File: src/rtl/i2c_bus_arbiter.sv
// Round-robin arbiter sharing one I2C master core among three requesters.
// Optional WAIT-state watchdog enabled by defining I2C_ARB_TIMEOUT_EN.
//
// state  | meaning
// IDLE   | no transaction, scanning REQ from the round-robin pointer
// GRANT  | GNT asserted, requester fields latched onto M_*
// LAUNCH | waiting for an idle master, then pulse M_START
// WAIT   | transaction in flight on the bus
// DONE   | REQ_DONE/ERR presented, pointer advanced
module i2c_bus_arbiter #(
   parameter int unsigned TIMEOUT_CYCLES = 48000
) (
   input  logic        CLK_48MHZ,
   input  logic        EXT_RESET,
   input  logic [2:0]  REQ,
   input  logic [20:0] REQ_ADDR,
   input  logic [23:0] REQ_REG,
   input  logic [23:0] REQ_WDATA,
   input  logic [2:0]  REQ_RW,
   output logic [2:0]  GNT,
   output logic [2:0]  REQ_DONE,
   output logic [7:0]  RDATA,
   output logic        ERR,
   output logic        M_START,
   output logic [6:0]  M_ADDR,
   output logic [7:0]  M_REG,
   output logic [7:0]  M_WDATA,
   output logic        M_RW,
   input  logic        M_BUSY,
   input  logic        M_DONE,
   input  logic        M_ACK_ERR,
   input  logic [7:0]  M_RDATA
);

   typedef enum logic [2:0] {ST_IDLE, ST_GRANT, ST_LAUNCH, ST_WAIT, ST_DONE} state_t;

   if (TIMEOUT_CYCLES < 1) begin : g_param_check
      $error("TIMEOUT_CYCLES must be at least 1");
   end

`ifdef I2C_ARB_TIMEOUT_EN
   localparam int CNT_W = $clog2(TIMEOUT_CYCLES + 1);
   localparam logic [CNT_W-1:0] CNT_LAST = CNT_W'(TIMEOUT_CYCLES - 1);
   logic [CNT_W-1:0] cnt;
`endif

   state_t     state;
   logic [1:0] ptr;
   logic [1:0] cur;
   logic [1:0] win;
   logic [1:0] nxt1;
   logic [1:0] nxt2;

   // first asserted request at or after the pointer, wrapping modulo 3
   always_comb begin
      nxt1 = (ptr == 2'd2) ? 2'd0 : ptr + 2'd1;
      nxt2 = (ptr == 2'd0) ? 2'd2 : ptr - 2'd1;
      win  = nxt2;
      if (REQ[ptr])
         win = ptr;
      else if (REQ[nxt1])
         win = nxt1;
   end

   always_ff @(posedge CLK_48MHZ or negedge EXT_RESET) begin
      if (!EXT_RESET) begin
         state    <= ST_IDLE;
         ptr      <= 2'd0;
         cur      <= 2'd0;
         GNT      <= 3'b000;
         REQ_DONE <= 3'b000;
         RDATA    <= 8'h00;
         ERR      <= 1'b0;
         M_START  <= 1'b0;
         M_ADDR   <= 7'h00;
         M_REG    <= 8'h00;
         M_WDATA  <= 8'h00;
         M_RW     <= 1'b0;
`ifdef I2C_ARB_TIMEOUT_EN
         cnt      <= '0;
`endif
      end else begin
         M_START  <= 1'b0;
         REQ_DONE <= 3'b000;
         case (state)
            ST_IDLE: begin
               if (|REQ) begin
                  cur   <= win;
                  GNT   <= 3'b001 << win;
                  state <= ST_GRANT;
                  case (win)
                     2'd1: begin
                        M_ADDR  <= REQ_ADDR[13:7];
                        M_REG   <= REQ_REG[15:8];
                        M_WDATA <= REQ_WDATA[15:8];
                        M_RW    <= REQ_RW[1];
                     end
                     2'd2: begin
                        M_ADDR  <= REQ_ADDR[20:14];
                        M_REG   <= REQ_REG[23:16];
                        M_WDATA <= REQ_WDATA[23:16];
                        M_RW    <= REQ_RW[2];
                     end
                     default: begin
                        M_ADDR  <= REQ_ADDR[6:0];
                        M_REG   <= REQ_REG[7:0];
                        M_WDATA <= REQ_WDATA[7:0];
                        M_RW    <= REQ_RW[0];
                     end
                  endcase
               end
            end
            ST_GRANT: state <= ST_LAUNCH;
            ST_LAUNCH: begin
               if (!M_BUSY) begin
                  M_START <= 1'b1;
                  state   <= ST_WAIT;
`ifdef I2C_ARB_TIMEOUT_EN
                  cnt     <= '0;
`endif
               end
            end
            ST_WAIT: begin
               if (M_DONE) begin
                  REQ_DONE <= GNT;
                  ERR      <= M_ACK_ERR;
                  if (M_RW)
                     RDATA <= M_RDATA;
                  state    <= ST_DONE;
               end
`ifdef I2C_ARB_TIMEOUT_EN
               else if (cnt == CNT_LAST) begin
                  REQ_DONE <= GNT;
                  ERR      <= 1'b1;
                  state    <= ST_DONE;
               end else begin
                  cnt <= cnt + 1'b1;
               end
`endif
            end
            ST_DONE: begin
               GNT   <= 3'b000;
               ERR   <= 1'b0;
               ptr   <= (cur == 2'd2) ? 2'd0 : cur + 2'd1;
               state <= ST_IDLE;
            end
            default: state <= ST_IDLE;
         endcase
      end
   end

endmodule

File: config.mk
export PLATFORM = sky130hd
export DESIGN_NAME = i2c_bus_arbiter
export DESIGN_NICKNAME = d
export VERILOG_FILES = /design/src/rtl/i2c_bus_arbiter.sv
export SDC_FILE = /design/constraint.sdc
export NUM_CORES = 1
export LEC_CHECK = 0
export ABC_AREA = 0
export CORE_UTILIZATION = 35
export CTS_CLUSTER_SIZE = 16
export DETAILED_ROUTE_END_ITERATION = 10
export PLACE_DENSITY = 0.75
export SLEW_MARGIN = 20
export SYNTH_ARGS = -nofsm -noshare
export SYNTH_HDL_FRONTEND = slang
export SYNTH_SLANG_ARGS = --single-unit
File: constraint.sdc
create_clock -name CLK_48MHZ -period 2.7 [get_ports CLK_48MHZ]
set_input_delay 0.405 -clock CLK_48MHZ [delete_from_list [all_inputs] [get_ports CLK_48MHZ]]
set_output_delay 0.405 -clock CLK_48MHZ [all_outputs]
set_load 0.01 [all_outputs]
==> key figures <==
Run status
  • Status: complete, but fails checks
  • Violated checks: DRC

Placed design
  • Hpwl dp: 4870 um
  • Placed cell area: 3730 um2
  • Global placement routability congestion: 0.759
  • # port buffers: 127
  • Inst Count DP: 453

Cells and area
  • Post-layout instance area: 3820 um2
  • Number of antenna diodes: 0
  • Fin cells: 460
  • Area Overhead vs Synth: 59.8%
  • # nets final: 477
  • Commonest non-fill, non-tap cell in the layout: clkdlybuf4s50_1
  • Layout cells sized above 1: 0.0496
  • Most frequent cells in the layout: clkdlybuf4s50_1, nand2_1, dfrtp_1, o21ai_0, o21ai_1

Clock tree
  • CTS tree: yes
  • Post-cts resize count: 0
  • Clk_lat worst skew: 290 ps
  • Max clock buf depth: 2
  • CTS Sinks: 47
  • CTS root buffer: clkbuf_8
  • Clock transition at path regs: 90 ps
  • Number of H-tree levels: 2
  • Hold Buf Count CTS: 0
  • Post-CTS Setup Inserts: 0
  • CTS Buf Count: 5

Pwr
  • VDD IR-drop max: 0.559 mV
  • Power Dens Cells: 1080 nW/um2
  • Leak: 0.00162 uW
  • Overall power: 4140 uW

GRT
  • Vias in the first global route: 2250
  • Grt ovf: 0
  • Initial antenna violation count: 0
  • All-Layer GR Usage: 0.191
  • Largest net degree at the start of global routing: 52
  • First-pass GRT wire length: 10800 um

Timing
  • Final period utilization: 0.897
  • Finish-stage setup viols: 0
  • Setup TNS Final: 0 ps
  • Final clock skew: 6.51 ps
  • Tightest Pin Transition: 500 ps
  • Slew margin rel.: 0.666
  • RSZ-0062 raised after global routing: false
  • Final Hold Vio Count: 0
  • WHS: 62.8 ps
  • Final Max Slew Viols: 0
  • F_max: 413 MHz
  • Period minus WS final: 2420 ps

Critical path
  • Critical path class: reg2reg
  • Largest stage delay on the critical path: 490 ps
  • Cell family with most CP delay: compound AO/OA/AOI/OAI gates
  • Crit Path Max Fanout: 11
  • Crit path max-delay cell type: dfrtp_1
  • Crit. End Element: flip-flop
  • Crit-path cells: inv_1, ha_1, mux2i_1, nand2_1, a21oi_1, nor2_1, ha_1, buf_4, a22oi_1, nand2_1, o21ai_0, o21ai_1
  • Worst EP arrival: 2600 ps
  • Worst path required time: 2880 ps
  • Critical path buffers and inverters: 2
  • Worst setup SP type: flip-flop

Synth
  • Mapped Cells: 260
  • Post-synth ARST share: 1.00
  • EDFF count, synth: 0
  • Netlist cell types: 34
  • Syn avg cell area: 9.20 um2
  • Mapped Area: 2390 um2
  • Sequential element share of the synthesized area: 0.492
  • Yosys warnings: 0
  • Net count after synthesis: 354
  • Yosys reg bits: 47
  • Main synth FF type: dfrtp_1

Detailed routing
  • Total wire length: 6380 um
  • Detailed-route via count: 2300
  • Iter 0 DRT Violations: 153
  • Post-route ant nets: 0
  • Via density: 5.00
  • DR pass1 iterations: 7
  • Post-route DRC violation count: 9
  • Routed wire per std cell: 13.9 um

Floorplanning
  • Die area: 7170 um2
  • Die W: 84.7 um
  • Rows: 29
  • Ports: 128
  • Core area: 6460 um2
  • Initial Util: 0.370
  • Die Span Y: 84.7 um

Min path
  • Worst Hold Class: in2async

Flow run
  • Max-cap violations: 0
## synth_stat cells, drive strengths merged (2+ instances only)
master / count / area share
nand2: 61 / 0.099
o21ai: 51 / 0.11
dfrtp: 47 / 0.49
a22oi: 24 / 0.075
clkbuf: 11 / 0.017
buf: 8 / 0.028
mux2: 8 / 0.038
nor2: 7 / 0.011
ha: 6 / 0.031
a21oi: 4 / 0.0084
and2: 4 / 0.010
mux2i: 4 / 0.017
nand3: 4 / 0.0084
inv: 3 / 0.0047
nor3: 3 / 0.0063
nand2b: 2 / 0.0052
## cells by family after synthesis
| family | after synthesis | share of synthesized area |
|---|---|---|
| adders and majority gates | 6 | 0.0314 |
| muxes | 12 | 0.0544 |
| AOI/OAI and AO/OA | 85 | 0.209 |
| buffers and inverters | 22 | 0.0497 |
| DFF | 47 | 0.492 |
| and+or+nand+nor | 88 | 0.163 |
## layer usage
| metal | share of wire | wire length, um | GRT usage |
|---|---|---|---|
| met1 | 0.41 | 2590 | 0.227 |
| met2 | 0.48 | 3060 | 0.324 |
| met3 | 0.092 | 590 | 0.0619 |
| met4 | 0.021 | 133 | 0.0647 |
| met5 | 0 | 0 | 0 |
## final timing paths
path,end,from,slack [ps],cells after the start
setup / recovery,M_ADDR[1],ptr[1],280,12
hold / removal,M_START,EXT_RESET,60,1
setup reg to reg,M_ADDR[1],ptr[1],280,12
hold reg to reg,ptr[0],cur[1],480,1
max in group asynchronous,M_ADDR[5],EXT_RESET,1900,2
min in group CLK_48MHZ,ptr[0],cur[1],480,1
## layout make-up
class	instances	area, um2
clock buffers	6	82.6
multi-input cells	191	1100
inverters	3	11.3
flip-flops and latches	47	1180
repair buffers	135	1350
fillers	584	2640
well taps	77	96.3
clock inverters	1	5.00
## registers in the layout, summed over array words and instances, names as in the netlist
name and count:
M_RW 1, cur 2, RDATA 8, ERR 1
M_WDATA 8, REQ_DONE 3, M_ADDR 7, GNT 3
M_REG 8, state 3, ptr 2, M_START 1
## power by group
group | internal, uW | switching [uW] | total (uW)
Sequential | 1030 | 213 | 1240
Combinational | 1230 | 1250 | 2480
Clock | 201 | 222 | 423
Total | 2460 | 1680 | 4140
## stage by stage
step,utilization,worst slack (ps)
2_1_floorplan,-,148
3_3_place_gp,0.578,289
3_5_place_dp,0.578,215
4_1_cts,0.591,280
5_1_grt,0.591,0.861
6_report,0.591,277
Note: power is estimated with default switching activity, not from simulation.
